### src/rtl/barrido_pkg.sv
// barrido_pkg: shared types for the memory sweep fault logging path
package barrido_pkg;
   localparam int ADDR_W_DEF = 20;
   typedef enum logic [1:0] {ERR_NONE = 2'b00, ERR_HIGH = 2'b01, ERR_BOTH = 2'b10, ERR_ILLEGAL = 2'b11} err_e;
   typedef enum logic [1:0] {S_IDLE, S_CAPTURE, S_DONE} log_state_e;
   typedef struct packed {
      logic [ADDR_W_DEF-1:0] addr;
      err_e                  typ;
   } log_entry_t;
endpackage

### src/rtl/fault_fifo.sv
// fault_fifo: synchronous first-word-fall-through FIFO with flush and level
module fault_fifo #(
   parameter int W     = 8,
   parameter int DEPTH = 4
) (
   input  logic                     clk,
   input  logic                     rst_n,
   input  logic                     flush,
   input  logic                     push,
   input  logic                     pop,
   input  logic [W-1:0]             din,
   output logic [W-1:0]             dout,
   output logic                     full,
   output logic                     empty,
   output logic [$clog2(DEPTH):0]   level
);
   localparam int AW = $clog2(DEPTH);
   localparam int LW = AW + 1;
   logic [W-1:0]  mem [DEPTH];
   logic [AW-1:0] wp, rp;
   logic          wr, rd;
   // a push into a full FIFO is only accepted when the head leaves in the same cycle
   assign wr    = push & (~full | pop);
   assign rd    = pop & ~empty;
   assign full  = level == LW'(DEPTH);
   assign empty = level == '0;
   assign dout  = mem[rp];
   always_ff @(posedge clk or negedge rst_n)
      if (!rst_n) begin
         wp    <= '0;
         rp    <= '0;
         level <= '0;
      end else if (flush) begin
         wp    <= '0;
         rp    <= '0;
         level <= '0;
      end else begin
         if (wr) wp <= wp + 1'b1;
         if (rd) rp <= rp + 1'b1;
         level <= level + LW'(wr) - LW'(rd);
      end
   always_ff @(posedge clk)
      if (wr && !flush) mem[wp] <= din;
endmodule

### src/rtl/fault_logger.sv
// fault_logger: logs faulty sweep read-backs into a FIFO and keeps per-class fault counters
import barrido_pkg::*;
module fault_logger #(
   parameter int ADDR_W    = ADDR_W_DEF,
   parameter int LOG_DEPTH = 64,
   parameter int RD_LAT    = 1,
   parameter int CNT_W     = 21
) (
   input  logic                         clk,
   input  logic                         rst_n,
   input  logic                         read_phase,
   input  logic [ADDR_W-1:0]            addr_in,
   input  logic [1:0]                   error_type,
   input  logic                         sweep_done,
   output logic                         out_valid,
   input  logic                         out_ready,
   output logic [ADDR_W-1:0]            out_addr,
   output logic [1:0]                   out_type,
   output logic [CNT_W-1:0]             high_cnt,
   output logic [CNT_W-1:0]             both_cnt,
   output logic [CNT_W-1:0]             dropped_cnt,
   output logic                         overflow,
   output logic                         illegal_seen,
   output logic                         log_done,
   output logic [$clog2(LOG_DEPTH):0]   fifo_level
);
   logic        v_d, d_d;
   logic [ADDR_W-1:0] a_d;
   generate
      if (RD_LAT == 0) begin : g_direct
         assign v_d = read_phase;
         assign a_d = addr_in;
         assign d_d = sweep_done;
      end else begin : g_pipe
         logic [RD_LAT-1:0] v_sr, d_sr;
         logic [ADDR_W-1:0] a_sr [RD_LAT];
         always_ff @(posedge clk or negedge rst_n)
            if (!rst_n) begin
               v_sr <= '0;
               d_sr <= '0;
               for (int i = 0; i < RD_LAT; i++) a_sr[i] <= '0;
            end else begin
               v_sr[0] <= read_phase;
               d_sr[0] <= sweep_done;
               a_sr[0] <= addr_in;
               for (int i = 1; i < RD_LAT; i++) begin
                  v_sr[i] <= v_sr[i-1];
                  d_sr[i] <= d_sr[i-1];
                  a_sr[i] <= a_sr[i-1];
               end
            end
         assign v_d = v_sr[RD_LAT-1];
         assign d_d = d_sr[RD_LAT-1];
         assign a_d = a_sr[RD_LAT-1];
      end
   endgenerate
   log_state_e state;
   logic       rp_q, flush, sample, push, pop, full, empty, drop;
   err_e       et;
   log_entry_t din, head;
   function automatic logic [CNT_W-1:0] sat(input logic [CNT_W-1:0] x);
      return &x ? x : x + CNT_W'(1);
   endfunction
   assign et     = err_e'(error_type);
   // a new sweep restarts the log only from IDLE/DONE, never mid-capture
   assign flush  = read_phase & ~rp_q & (state != S_CAPTURE);
   assign sample = (state == S_CAPTURE) & v_d;
   assign push   = sample & (et == ERR_HIGH || et == ERR_BOTH);
   assign pop    = ~empty & out_ready;
   assign drop   = push & full & ~pop;
   assign din    = '{addr: ADDR_W_DEF'(a_d), typ: et};
   assign out_valid = ~empty;
   assign out_addr  = empty ? '0 : ADDR_W'(head.addr);
   assign out_type  = empty ? '0 : head.typ;
   fault_fifo #(.W($bits(log_entry_t)), .DEPTH(LOG_DEPTH)) u_fifo (
      .clk   (clk),
      .rst_n (rst_n),
      .flush (flush),
      .push  (push),
      .pop   (pop),
      .din   (din),
      .dout  (head),
      .full  (full),
      .empty (empty),
      .level (fifo_level)
   );
   always_ff @(posedge clk or negedge rst_n)
      if (!rst_n) begin
         state        <= S_IDLE;
         rp_q         <= 1'b0;
         high_cnt     <= '0;
         both_cnt     <= '0;
         dropped_cnt  <= '0;
         overflow     <= 1'b0;
         illegal_seen <= 1'b0;
         log_done     <= 1'b0;
      end else begin
         rp_q <= read_phase;
         if (flush) begin
            state        <= S_CAPTURE;
            high_cnt     <= '0;
            both_cnt     <= '0;
            dropped_cnt  <= '0;
            overflow     <= 1'b0;
            illegal_seen <= 1'b0;
            log_done     <= 1'b0;
         end else if (sample) begin
            if (et == ERR_HIGH) high_cnt <= sat(high_cnt);
            if (et == ERR_BOTH) both_cnt <= sat(both_cnt);
            if (et == ERR_ILLEGAL) illegal_seen <= 1'b1;
            if (drop) begin
               dropped_cnt <= sat(dropped_cnt);
               overflow    <= 1'b1;
            end
            if (d_d) begin
               state    <= S_DONE;
               log_done <= 1'b1;
            end
         end
      end
endmodule

### config.mk
export PLATFORM = sky130hd
export DESIGN_NAME = fault_logger
export DESIGN_NICKNAME = d
export VERILOG_FILES = /design/src/rtl/barrido_pkg.sv /design/src/rtl/fault_fifo.sv /design/src/rtl/fault_logger.sv
export SDC_FILE = /design/constraint.sdc
export NUM_CORES = 2
export LEC_CHECK = 0
export CAP_MARGIN = 20
export CORE_UTILIZATION = 30
export DETAILED_ROUTE_END_ITERATION = 8
export GPL_ROUTABILITY_DRIVEN = 0
export PLACE_DENSITY = 0.42
export SYNTH_ARGS = -nofsm -noshare
export SYNTH_HDL_FRONTEND = slang
export SYNTH_SLANG_ARGS = --single-unit
export TNS_END_PERCENT = 50
### constraint.sdc
create_clock -name clk -period 4.05 [get_ports clk]
set_input_delay 0.6075 -clock clk [delete_from_list [all_inputs] [get_ports clk]]
set_output_delay 0.6075 -clock clk [all_outputs]
set_load 0.01 [all_outputs]
==> qor.yml <==
status:
  status: "completed"
global_routing:
  overflow: 0
  grt_max_degree: 109
  grt.total_usage_pct: 17.88
  grt_pass1_wl_um: 252000
  grt_pass1_vias: 32860
  antenna_found_initial: 14
sta:
  fmax_mhz: 250.7
  timing.setup.tns_ps: 0
  final_hold_viol_count: 0
  finalSetupViolCount: 0
  slew_viol_final: 0
  period_needed_ps: 3989
  tightest_slew_ps: 1034
  post-route-period-util_pct: 98.48
  clock_skew_ps: 26.70
  rsz0062_at_grt: "true"
  slew-limit-headroom_pct: 30.44
synth:
  syn_nets: 3132
  synth_seq_cells: 1516
  synth_area_mm2: 0.05920
  netlist_top_cells_count: "1408 x edfxtp_1, 319 x mux2i_1, 220 x mux4_2"
  async_flop_share_pct: 7.124
  synth_top_area_share_pct: 71.42
  ys_warn_count: 0
  yosysUniqueCellTypes: 62
  synth_most_common_cell: "edfxtp_1"
  synth.largest_area_cell: "edfxtp_1"
  synth_area_leaders: "edfxtp_1 71%, mux4_2 8.4%, mux2i_1 5.4%"
  synthFlopType: "edfxtp_1"
  ys_seq_area_share_pct: 75.99
  syn_inst: 3087
  syn_area_per_cell_um2: 19.18
  synth-edff-count: 1408
hold_path:
  hp-start: "addr_in[17]"
  holdPathStages: 1
  hold_path_class: "primary input to register"
  holdPathEnd: "a_d[17]"
layout:
  drive_gt1_share_pct: 29.79
  nNetsFinal: 3595
  final_area_mm2: 0.07335
  area_growth_pct: 23.91
  fillers: 17910
clocking:
  ctsHtreeMaxLevel: 4
  ctsRootBufferMaster: "clkbuf_16"
  clock_sinks: 1516
  insertion_delay_ps: 790
  numCtsBuffers: 169
  clockBufferDepth: 3
  path_clk_slew_ps: 60
  tritoncts: "built"
floorplan:
  dieWidth_um: 446.2
  fp.dieH_um: 446.2
  fp.dieArea_mm2: 0.1991
  ios: 123
  coreArea_mm2: 0.1954
  start_util_pct: 30.30
  row_count: 162
route:
  first_pass_iters: 5
  drtIter0Drc: 2572
  routed_wire_length_per_instance_um: 28.22
  vias_per_cell: 5.003
  routed_wl_um: 178300
  drc: 0
  num_vias: 31600
  postRouteAntennaNets: 0
power_and_ir_drop:
  peakVddDrop_uv: 442.0
  powerDensity_mw_per_mm2: 643.1
  p_leak_nw: 23.97
setup_path:
  regToRegSetupSlack_ps: 1080
  required_ps: 3440
  crit_slowest_cell: "mux4_2"
  crit_path_start_kind: "register"
  crit_chain: "buf_12 > buf_16 > buf_16 > buf_4 > mux4_2 > a21oi_4 > nand2_1 > buf_4 > a32o_2 > buf_2"
  crit_buf_inv: 6
  path_class: "register to primary output"
  rr_worst_depth: 14
  cp.arrival_ps: 3380
  cp_max_fo: 12
  crit_path_start: "u_fifo.rp[0]"
  path_delay_family: "buffers and inverters"
  end_kind: "primary output"
  cpPeakStageDelay_ps: 530
  r2r-end: "u_fifo.level[6]"
  r2r-start: "u_fifo.level[4]"
place:
  hpwl_um: 105000
  port_buffers: 122
  placed_area_mm2: 0.06527
flow_run:
  maxCapViolCount: 0
==> layout make-up <==
type	count	area, um2	area share (%)
diodes	7	17.52	0.02388
clock buffers	215	4486	6.115
clock inverters	92	803.3	1.095
inverters	20	75.07	0.1023
multi-input cells	1372	14500	19.76
flip-flops and latches	1516	45030	61.39
well taps	2624	3283	4.476
repair buffers	471	5161	7.036
==> power by group <==
group          total, W  switching [W]  internal [W]
Clock            0.0147        0.00625       0.00848
Sequential       0.0176       0.000297        0.0173
Combinational    0.0148        0.00778       0.00706
==> worst max path at each step <==
stage	end	slack [ps]	cells past startpoint
after floorplan	u_fifo.mem[61][0]	710	7
after global placement	out_addr[0]	-10	8
after detailed placement	out_addr[0]	-8	8
after CTS	out_addr[0]	-60	11
after global routing	out_addr[3]	-30	10
final	out_addr[5]	60	10
==> stage by stage <==
stage / util, % / cells / worst slack [ps] / power (W) / hold slack (ps)
6_report: 37.54 / 6317 / 61.46 / 0.04717 / 252.8
5_1_grt: 37.53 / 6311 / -34.61 / 0.04886 / 214.8
4_1_cts: 37.38 / 6293 / -57.90 / 0.04757 / 175.0
3_5_place_dp: 33.41 / 5890 / -7.621 / 0.02988 / 487.1
3_3_place_gp: 33.41 / 5890 / -10.18 / 0.02987 / 485.3
2_1_floorplan: - / 3087 / 709.8 / 0.02442 / 311.9
==> layout by cell type (no fill, tap or decap), drive strengths merged, types with 8 or more instances in the layout <==
cell type and instances:
nand3b 8, buf 359, a21oi 95, o22ai 44, inv 27, dfrtp 108, o221ai 44, clkinv 72
a221oi 44, mux2i 319, xor2 12, ha 17, clkdlybuf4s50 97, nor4 8, bufinv 10, nor2 126
nand3 27, o21ai 97, nand4 17, and3 11, a211oi 51, nand2 81, edfxtp 1408, a32o 22
xnor2 24, o31ai 8, and2 9, clkbuf 218, mux4 220, or4 12
==> cell families after synthesis <==
| family | Yosys count | synth area share [%] |
|---|---|---|
| buf+inv | 199 | 1.467 |
| mux | 539 | 13.76 |
| xor+xnor | 36 | 0.5326 |
| fa+ha+maj | 18 | 0.3931 |
| flops | 1516 | 75.99 |
| compound gates | 438 | 5.014 |
| simple gates | 341 | 2.841 |
==> registers in the layout, summed over array words and instances, names as in the netlist <==
| name | flops |
|---|---|
| both_cnt | 21 |
| u_fifo.wp | 6 |
| rp_q | 1 |
| dropped_cnt | 21 |
| state | 1 |
| u_fifo.rp | 6 |
| d_d | 1 |
| overflow | 1 |
| u_fifo.level | 7 |
| high_cnt | 21 |
| u_fifo.mem | 1408 |
| a_d | 20 |
| log_done | 1 |
| illegal_seen | 1 |
==> per-layer routing <==
metal	vias to the layer above	global-route usage [%]	routed length, um
met1	16980	24.57	79900
met4	8	4.947	4327
li1	13640	-	-
met2	753	29.11	85590
met3	224	3.042	8402
met5	-	0	56
==> timing repair <==
item | CTS | global route
hold buffers | 1 | 0
pin swaps | 50 | 21
gates resized for setup | 366 | 49
buffers inserted | 71 | 17
hold endpoints to repair | 108 | 0
cloned | 26 | 1
endpoints found under the setup margin | 22 | 19
(Power assumes the default switching activity.)
